[config.mk]
export PLATFORM = sky130hd
export DESIGN_NAME = serial_subtractor
export DESIGN_NICKNAME = d
export VERILOG_FILES = /design/src/rtl/serial_subtractor.sv
export SDC_FILE = /design/constraint.sdc
export NUM_CORES = 1
export LEC_CHECK = 0
export ABC_AREA = 1
export BUFFER_PORTS_ARGS = -buffer_cell sky130_fd_sc_hd__buf_2
export CORE_UTILIZATION = 40
export DETAILED_ROUTE_END_ITERATION = 16
export PLACE_DENSITY = 0.57
export REMOVE_ABC_BUFFERS = 1
export SKIP_CTS_REPAIR_TIMING = 1
export SLEW_MARGIN = 20
export SYNTH_ARGS = -nofsm -noshare
export SYNTH_HDL_FRONTEND = slang
export SYNTH_SLANG_ARGS = --single-unit
[constraint.sdc]
create_clock -name clk -period 1.54 [get_ports clk]
set_input_delay 0.231 -clock clk [delete_from_list [all_inputs] [get_ports clk]]
set_output_delay 0.231 -clock clk [all_outputs]
set_load 0.02 [all_outputs]
[src/rtl/serial_subtractor.sv]
// -----------------------------------------------------------------------------
// serial_subtractor
//   Bit-serial WIDTH-bit subtractor computing diff = a - b, LSB first.
//   One full-subtractor cell handles a single bit pair plus the registered
//   borrow in each SHIFT cycle. Its difference bits collect in an accumulator
//   that becomes the parallel result when the operation finishes.
//   A start/done handshake connects the block to the parent datapath.
//
//   Optional feature macro: SERIAL_SUB_OVF_EN
//     When it is defined, the block adds the ovf port, which flags a signed
//     overflow. When it is undefined, the port and its logic are absent.
//
// Parameters
//   WIDTH   operand/result width in bits (2..32)
//
// Ports
//   clk      in   1      rising-edge clock
//   rst_n    in   1      asynchronous active-low reset
//   start    in   1      request; sampled only in IDLE
//   a        in   WIDTH  minuend, captured when start is accepted
//   b        in   WIDTH  subtrahend, captured when start is accepted
//   busy     out  1      high while an operation is in SHIFT or DONE
//   done     out  1      one-cycle pulse; diff/borrow/ovf are valid
//   diff     out  WIDTH  a - b modulo 2^WIDTH
//   borrow   out  1      final borrow-out (a < b unsigned)
//   ovf      out  1      signed overflow (SERIAL_SUB_OVF_EN only)
// -----------------------------------------------------------------------------
module serial_subtractor #(
  parameter int WIDTH = 8
) (
  input  logic             clk,
  input  logic             rst_n,
  input  logic             start,
  input  logic [WIDTH-1:0] a,
  input  logic [WIDTH-1:0] b,
  output logic             busy,
  output logic             done,
  output logic [WIDTH-1:0] diff,
  output logic             borrow
`ifdef SERIAL_SUB_OVF_EN
  ,
  output logic             ovf
`endif
);

  localparam int CNT_W = (WIDTH > 1) ? $clog2(WIDTH) : 1;
  localparam logic [CNT_W-1:0] LAST_CNT = CNT_W'(WIDTH - 1);

  typedef enum logic [1:0] {
    ST_IDLE  = 2'd0,
    ST_SHIFT = 2'd1,
    ST_DONE  = 2'd2
  } state_t;

  state_t           state_reg;
  logic [WIDTH-1:0] a_sr_reg;
  logic [WIDTH-1:0] b_sr_reg;
  logic [WIDTH-1:0] acc_reg;
  logic             br_reg;
  logic [CNT_W-1:0] cnt_reg;
  logic             busy_reg;
  logic             done_reg;
  logic [WIDTH-1:0] diff_reg;
  logic             borrow_reg;

  // Full-subtractor cell for the current bit pair.
  logic             cell_a;
  logic             cell_b;
  logic             cell_d;
  logic             cell_bo;
  logic [WIDTH-1:0] acc_next;

  assign cell_a  = a_sr_reg[0];
  assign cell_b  = b_sr_reg[0];
  assign cell_d  = cell_a ^ cell_b ^ br_reg;
  assign cell_bo = (~cell_a & cell_b) | (~(cell_a ^ cell_b) & br_reg);

  // Difference bits enter at the MSB, so after WIDTH shifts bit 0 holds the
  // LSB of the result. No separate reordering step is needed.
  assign acc_next = {cell_d, acc_reg[WIDTH-1:1]};

`ifdef SERIAL_SUB_OVF_EN
  // The operand shift registers lose their MSBs while shifting, so the sign
  // bits are kept separately for the overflow decision.
  logic a_msb_reg;
  logic b_msb_reg;
  logic ovf_reg;

  always_ff @(posedge clk or negedge rst_n) begin
    if (!rst_n) begin
      a_msb_reg <= 1'b0;
      b_msb_reg <= 1'b0;
      ovf_reg   <= 1'b0;
    end else begin
      if (state_reg == ST_IDLE && start) begin
        a_msb_reg <= a[WIDTH-1];
        b_msb_reg <= b[WIDTH-1];
      end
      // cell_d on the last shift is the MSB of the final difference.
      if (state_reg == ST_SHIFT && cnt_reg == LAST_CNT) begin
        ovf_reg <= (a_msb_reg != b_msb_reg) && (cell_d != a_msb_reg);
      end
    end
  end

  assign ovf = ovf_reg;
`endif

  always_ff @(posedge clk or negedge rst_n) begin
    if (!rst_n) begin
      state_reg  <= ST_IDLE;
      a_sr_reg   <= '0;
      b_sr_reg   <= '0;
      acc_reg    <= '0;
      br_reg     <= 1'b0;
      cnt_reg    <= '0;
      busy_reg   <= 1'b0;
      done_reg   <= 1'b0;
      diff_reg   <= '0;
      borrow_reg <= 1'b0;
    end else begin
      done_reg <= 1'b0;
      case (state_reg)
        ST_IDLE: begin
          if (start) begin
            a_sr_reg  <= a;
            b_sr_reg  <= b;
            acc_reg   <= '0;
            br_reg    <= 1'b0;
            cnt_reg   <= '0;
            busy_reg  <= 1'b1;
            state_reg <= ST_SHIFT;
          end
        end
        ST_SHIFT: begin
          a_sr_reg <= {1'b0, a_sr_reg[WIDTH-1:1]};
          b_sr_reg <= {1'b0, b_sr_reg[WIDTH-1:1]};
          acc_reg  <= acc_next;
          br_reg   <= cell_bo;
          cnt_reg  <= cnt_reg + 1'b1;
          if (cnt_reg == LAST_CNT) begin
            diff_reg   <= acc_next;
            borrow_reg <= cell_bo;
            done_reg   <= 1'b1;
            state_reg  <= ST_DONE;
          end
        end
        ST_DONE: begin
          // A start seen here is ignored. It is sampled again in IDLE.
          busy_reg  <= 1'b0;
          state_reg <= ST_IDLE;
        end
        default: begin
          busy_reg  <= 1'b0;
          state_reg <= ST_IDLE;
        end
      endcase
    end
  end

  assign busy   = busy_reg;
  assign done   = done_reg;
  assign diff   = diff_reg;
  assign borrow = borrow_reg;

endmodule

Word-level counts from Yosys, hierarchy flattened
Index checks and enable logic that the tools add are counted.
{"block": "totals", "ff_bits": 41, "inputBits": 19, "output_inout_bits": 11}
{"block": "op_classes", "n_addsub": 1, "n_eq_ne": 4, "mux": 17, "n_bitwise": 8, "n_reduce_logical": 6}
{"cell": "8-bit case mux with 2 select lines", "n": 3}
{"cell": "8-bit 2-to-1 mux", "n": 3}
{"cell": "2-bit AND reduction", "n": 4}
{"cell": "3-bit case mux with 2 select lines", "n": 1}
{"cell": "1-bit 2-to-1 mux", "n": 4}
{"cell": "2-bit 2-to-1 mux", "n": 2}
{"cell": "2-bit inequality test (second input constant)", "n": 2}
{"cell": "1-bit case mux with 2 select lines", "n": 2}
{"cell": "2-bit case mux with 2 select lines", "n": 1}
{"cell": "3-bit by 1-bit adder with 3-bit output (second input constant)", "n": 1}
{"cell": "3-bit equality test (second input constant)", "n": 1}
{"cell": "3-bit 2-to-1 mux", "n": 1}
{"cell": "1-bit inverter", "n": 3}
{"cell": "1-bit AND", "n": 2}
{"cell": "2-bit by 1-bit equality test with 1-bit output (second input constant)", "n": 1}
{"cell": "2-bit logical NOT", "n": 1}
{"cell": "2-bit nonzero test", "n": 1}
{"cell": "1-bit bitwise XOR", "n": 2}
{"cell": "1-bit bitwise OR", "n": 1}

Longest topological paths before layout
{"block": "depth", "depth_word": 5, "depth_mapped": 7}

Worst setup path before layout
Ideal clock, no wire load.
{"block": "synth_path", "path_type": "register -> register", "startpoint": "reg cnt_reg[0]", "endpoint": "reg diff_reg[7] (netlist: diff[7])", "arrival_ps": 1166, "t_required_ps": 1475, "path_slack_ps": 309, "stages_incl_launch_ff": 7, "synth_period_minus_slack_ps": 1231, "cell_sequence": "dfrtp_1 -> ha_1 -> ha_1 -> nand2_4 -> buf_6 -> nand2_1 -> nand2_1"}
{"block": "synth_via", "elab_chain_cells": 2}
{"element": "start: declaration", "line": "60", "source": "logic [CNT_W-1:0] cnt_reg;"}
{"element": "start signal: assignment", "line": "140", "source": "cnt_reg <= cnt_reg + 1'b1;"}
{"element": "3-bit equality test", "line": "141", "source": "if (cnt_reg == LAST_CNT) begin"}
{"element": "2-bit AND reduction (no source line)"}
{"element": "end signal: assignment", "line": "142", "source": "diff_reg <= acc_next;"}
{"element": "end: declaration", "line": "63", "source": "logic [WIDTH-1:0] diff_reg;"}
Every way passes these cells.
A chain may end at the register's enable or synchronous reset.

Final worst setup path
Same ends and word-level chain as after synthesis.

==> impl_metrics.yaml <==
finish:
  drive_gt1_share_pct: 25.6
  area_growth_pct: 13.6
  post-route-util_pct: 48.6
  nets: 271
  diodes: 0
placed_design:
  place_hpwl_mm: 2.23
  port_buffers: 29
  globalplace.congestion: 0.688
timing:
  slew_headroom_pct: 66.5
  rsz0062_at_grt: "false"
  finalSetupViolations: 0
  worst_pin_slew_ns: 0.503
  clock_skew_ns: 0.00399
  maxSlewViolCount: 0
  tns_ns: 0
  period_minus_slack_ns: 1.36
  hold_slack_ns: -0.0151
  finalHoldViolations: 40
  final.period_utilization_pct: 88.1
  fmax_ghz: 0.737
cts:
  cts_tree: "done"
  cts_sinks: 40
  cts_buffers: 5
  h-tree-depth: 2
  path_clk_slew_ns: 0.08
  clockBufferDepth: 2
  cts.root.buffer_cell: "clkbuf_8"
  clk_latency_ns: 0.30
drt:
  drt_iter0_drc: 75
  num_vias: 1435
  drtPass1Iterations: 4
  drc: 0
  vias_per_cell: 4.75
  antenna_left: 0
  wire_per_inst_um: 11.4
  drt-total-wl_mm: 3.45
synthesis:
  synth_edf_count: 0
  postSynthCellCount: 219
  ys_warn_count: 0
  synthTopCellsByArea: "dfrtp_1 52%, nand3_1 11%, nand2_1 10%"
  syn_area_per_cell_um2: 8.80
  yosysTopAreaCell: "dfrtp_1"
  ys_seq_elements: 40
  ys_types: 18
  yosys.area.top_type_share_pct: 51.9
  synth.most_common_cell: "nand2_1"
  synth-main-ff-cell: "dfrtp_1"
  synthTopCellsByCount: "53 x nand2_1, 44 x nand3_1, 40 x dfrtp_1"
  syn_area_um2: 1930
  async_flop_share_pct: 100
  ys_seq_area_share_pct: 51.9
setup_path:
  worstSetupStartpointType: "register"
  worstPathCellList: "ha_1 -> ha_1 -> nand2_4 -> inv_1 -> nand2_1 -> nand2_1"
  arrival_ns: 1.55
  cp.required_ns: 1.74
  rr_worst_depth: 6
  rr_startpoint: "cnt_reg[0]"
  slowest_delay_ns: 0.41
  crit_slowest_cell: "dfrtp_1"
  cp-startpoint: "cnt_reg[0]"
  rrSetupSlack_ns: 0.18
  cp_max_fo: 19
  r2r-end: "diff[7]"
  end_kind: "register"
  setup.worst_path.class: "reg2reg"
pwr:
  p_leak_nw: 1.21
  p_per_area_nw_per_um2: 2040
  peakVddDrop_mv: 0.807
global_routing:
  grt_antenna_before_repair: 0
  grt_pass1_wl_mm: 6.33
  grt_start_max_net_pins: 41
  grt_pass1_vias: 1407
  grt_usage_pct: 16.2
  grt_overflow: 0
die:
  ios: 30
  die_h_um: 71.4
  die_area_um2: 5100
  start_util_pct: 42.8
  std_cell_rows: 24
  core_area_um2: 4500
  die_w_um: 71.4
min_path:
  hold_path.class: "in2async"
flow_run:
  max_cap_violations: 0
outcome:
  outcome: "complete, but fails checks"
  failed_checks: "negative hold slack"
how the worst max path moves through the flow:
stage	end	slack [ns]
after global routing	a_sr_reg[4]	0.02
after CTS	diff[7]	0.17
after global placement	diff[7]	0.21
after floorplan	borrow	0.20
after detailed placement	diff[7]	0.18
final	diff[7]	0.18
report_power, final:
part | switching [mW] | total (mW) | internal [mW]
Clock | 0.382 | 0.745 | 0.362
Sequential | 0.250 | 1.78 | 1.53
Combinational | 1.21 | 1.95 | 0.735
cell families (layout without fill, tap and decap cells):
| logic type | count (synthesis) | count (layout) | share of synthesized area, % |
|---|---|---|---|
| compound gates | 20 | 20 | 8.11 |
| fa+ha+maj | 3 | 3 | 2.34 |
| buf+inv | 51 | 82 | 12.3 |
| flops | 40 | 40 | 51.9 |
| simple gates | 105 | 105 | 25.4 |
final cells by class:
class | instances | area (um^2)
inverters | 40 | 153
well taps | 52 | 65.1
clock buffers | 6 | 82.6
fillers | 452 | 2310
clock inverters | 2 | 15.0
flip-flops and latches | 40 | 1000
multi-input cells | 128 | 691
repair buffers | 34 | 183
critical path, delay by kind of cell, from the launching register on:
| family | cells | cell delay [ns] |
|---|---|---|
| adders and majority gates | 2 | 0.42 |
| DFF | 1 | 0.41 |
| and+or+nand+nor | 3 | 0.32 |
| buffers and inverters | 1 | 0.09 |
per-layer routing:
metal	GRT usage, %	wire length [um]
met2	25.3	1520
met1	21.4	1710
met4	8.00	83
met5	0	0
met3	3.52	137
metrics by stage:
stage                     cells  worst slack [ns]  hold WS [ns]  power, mW  area [um^2]
final                       302             0.183       -0.0151       4.48         2190
after global routing        302            0.0217        0.0228       4.94         2190
after CTS                   302             0.168      -0.00609       4.56         2190
after detailed placement    294             0.183         0.323       3.79         2090
after global placement      294             0.206         0.322       3.78         2090
after floorplan             208             0.198       -0.0646       3.23         1840
placed cells by master (no fill, tap or decap):
cell type / instances
nand2_1: 53
nand3_1: 44
dfrtp_1: 40
inv_1: 38
buf_2: 29
o21ai_2: 14
clkbuf_8: 6
o21ai_0: 5
buf_4: 5
nand2_4: 4
nor2_1: 2
ha_1: 2
clkinvlp_4: 2
inv_2: 1
nor2_4: 1
inv_4: 1
nand4_1: 1
a21oi_2: 1
fa_1: 1
Note: power is estimated with default switching activity, not from simulation.
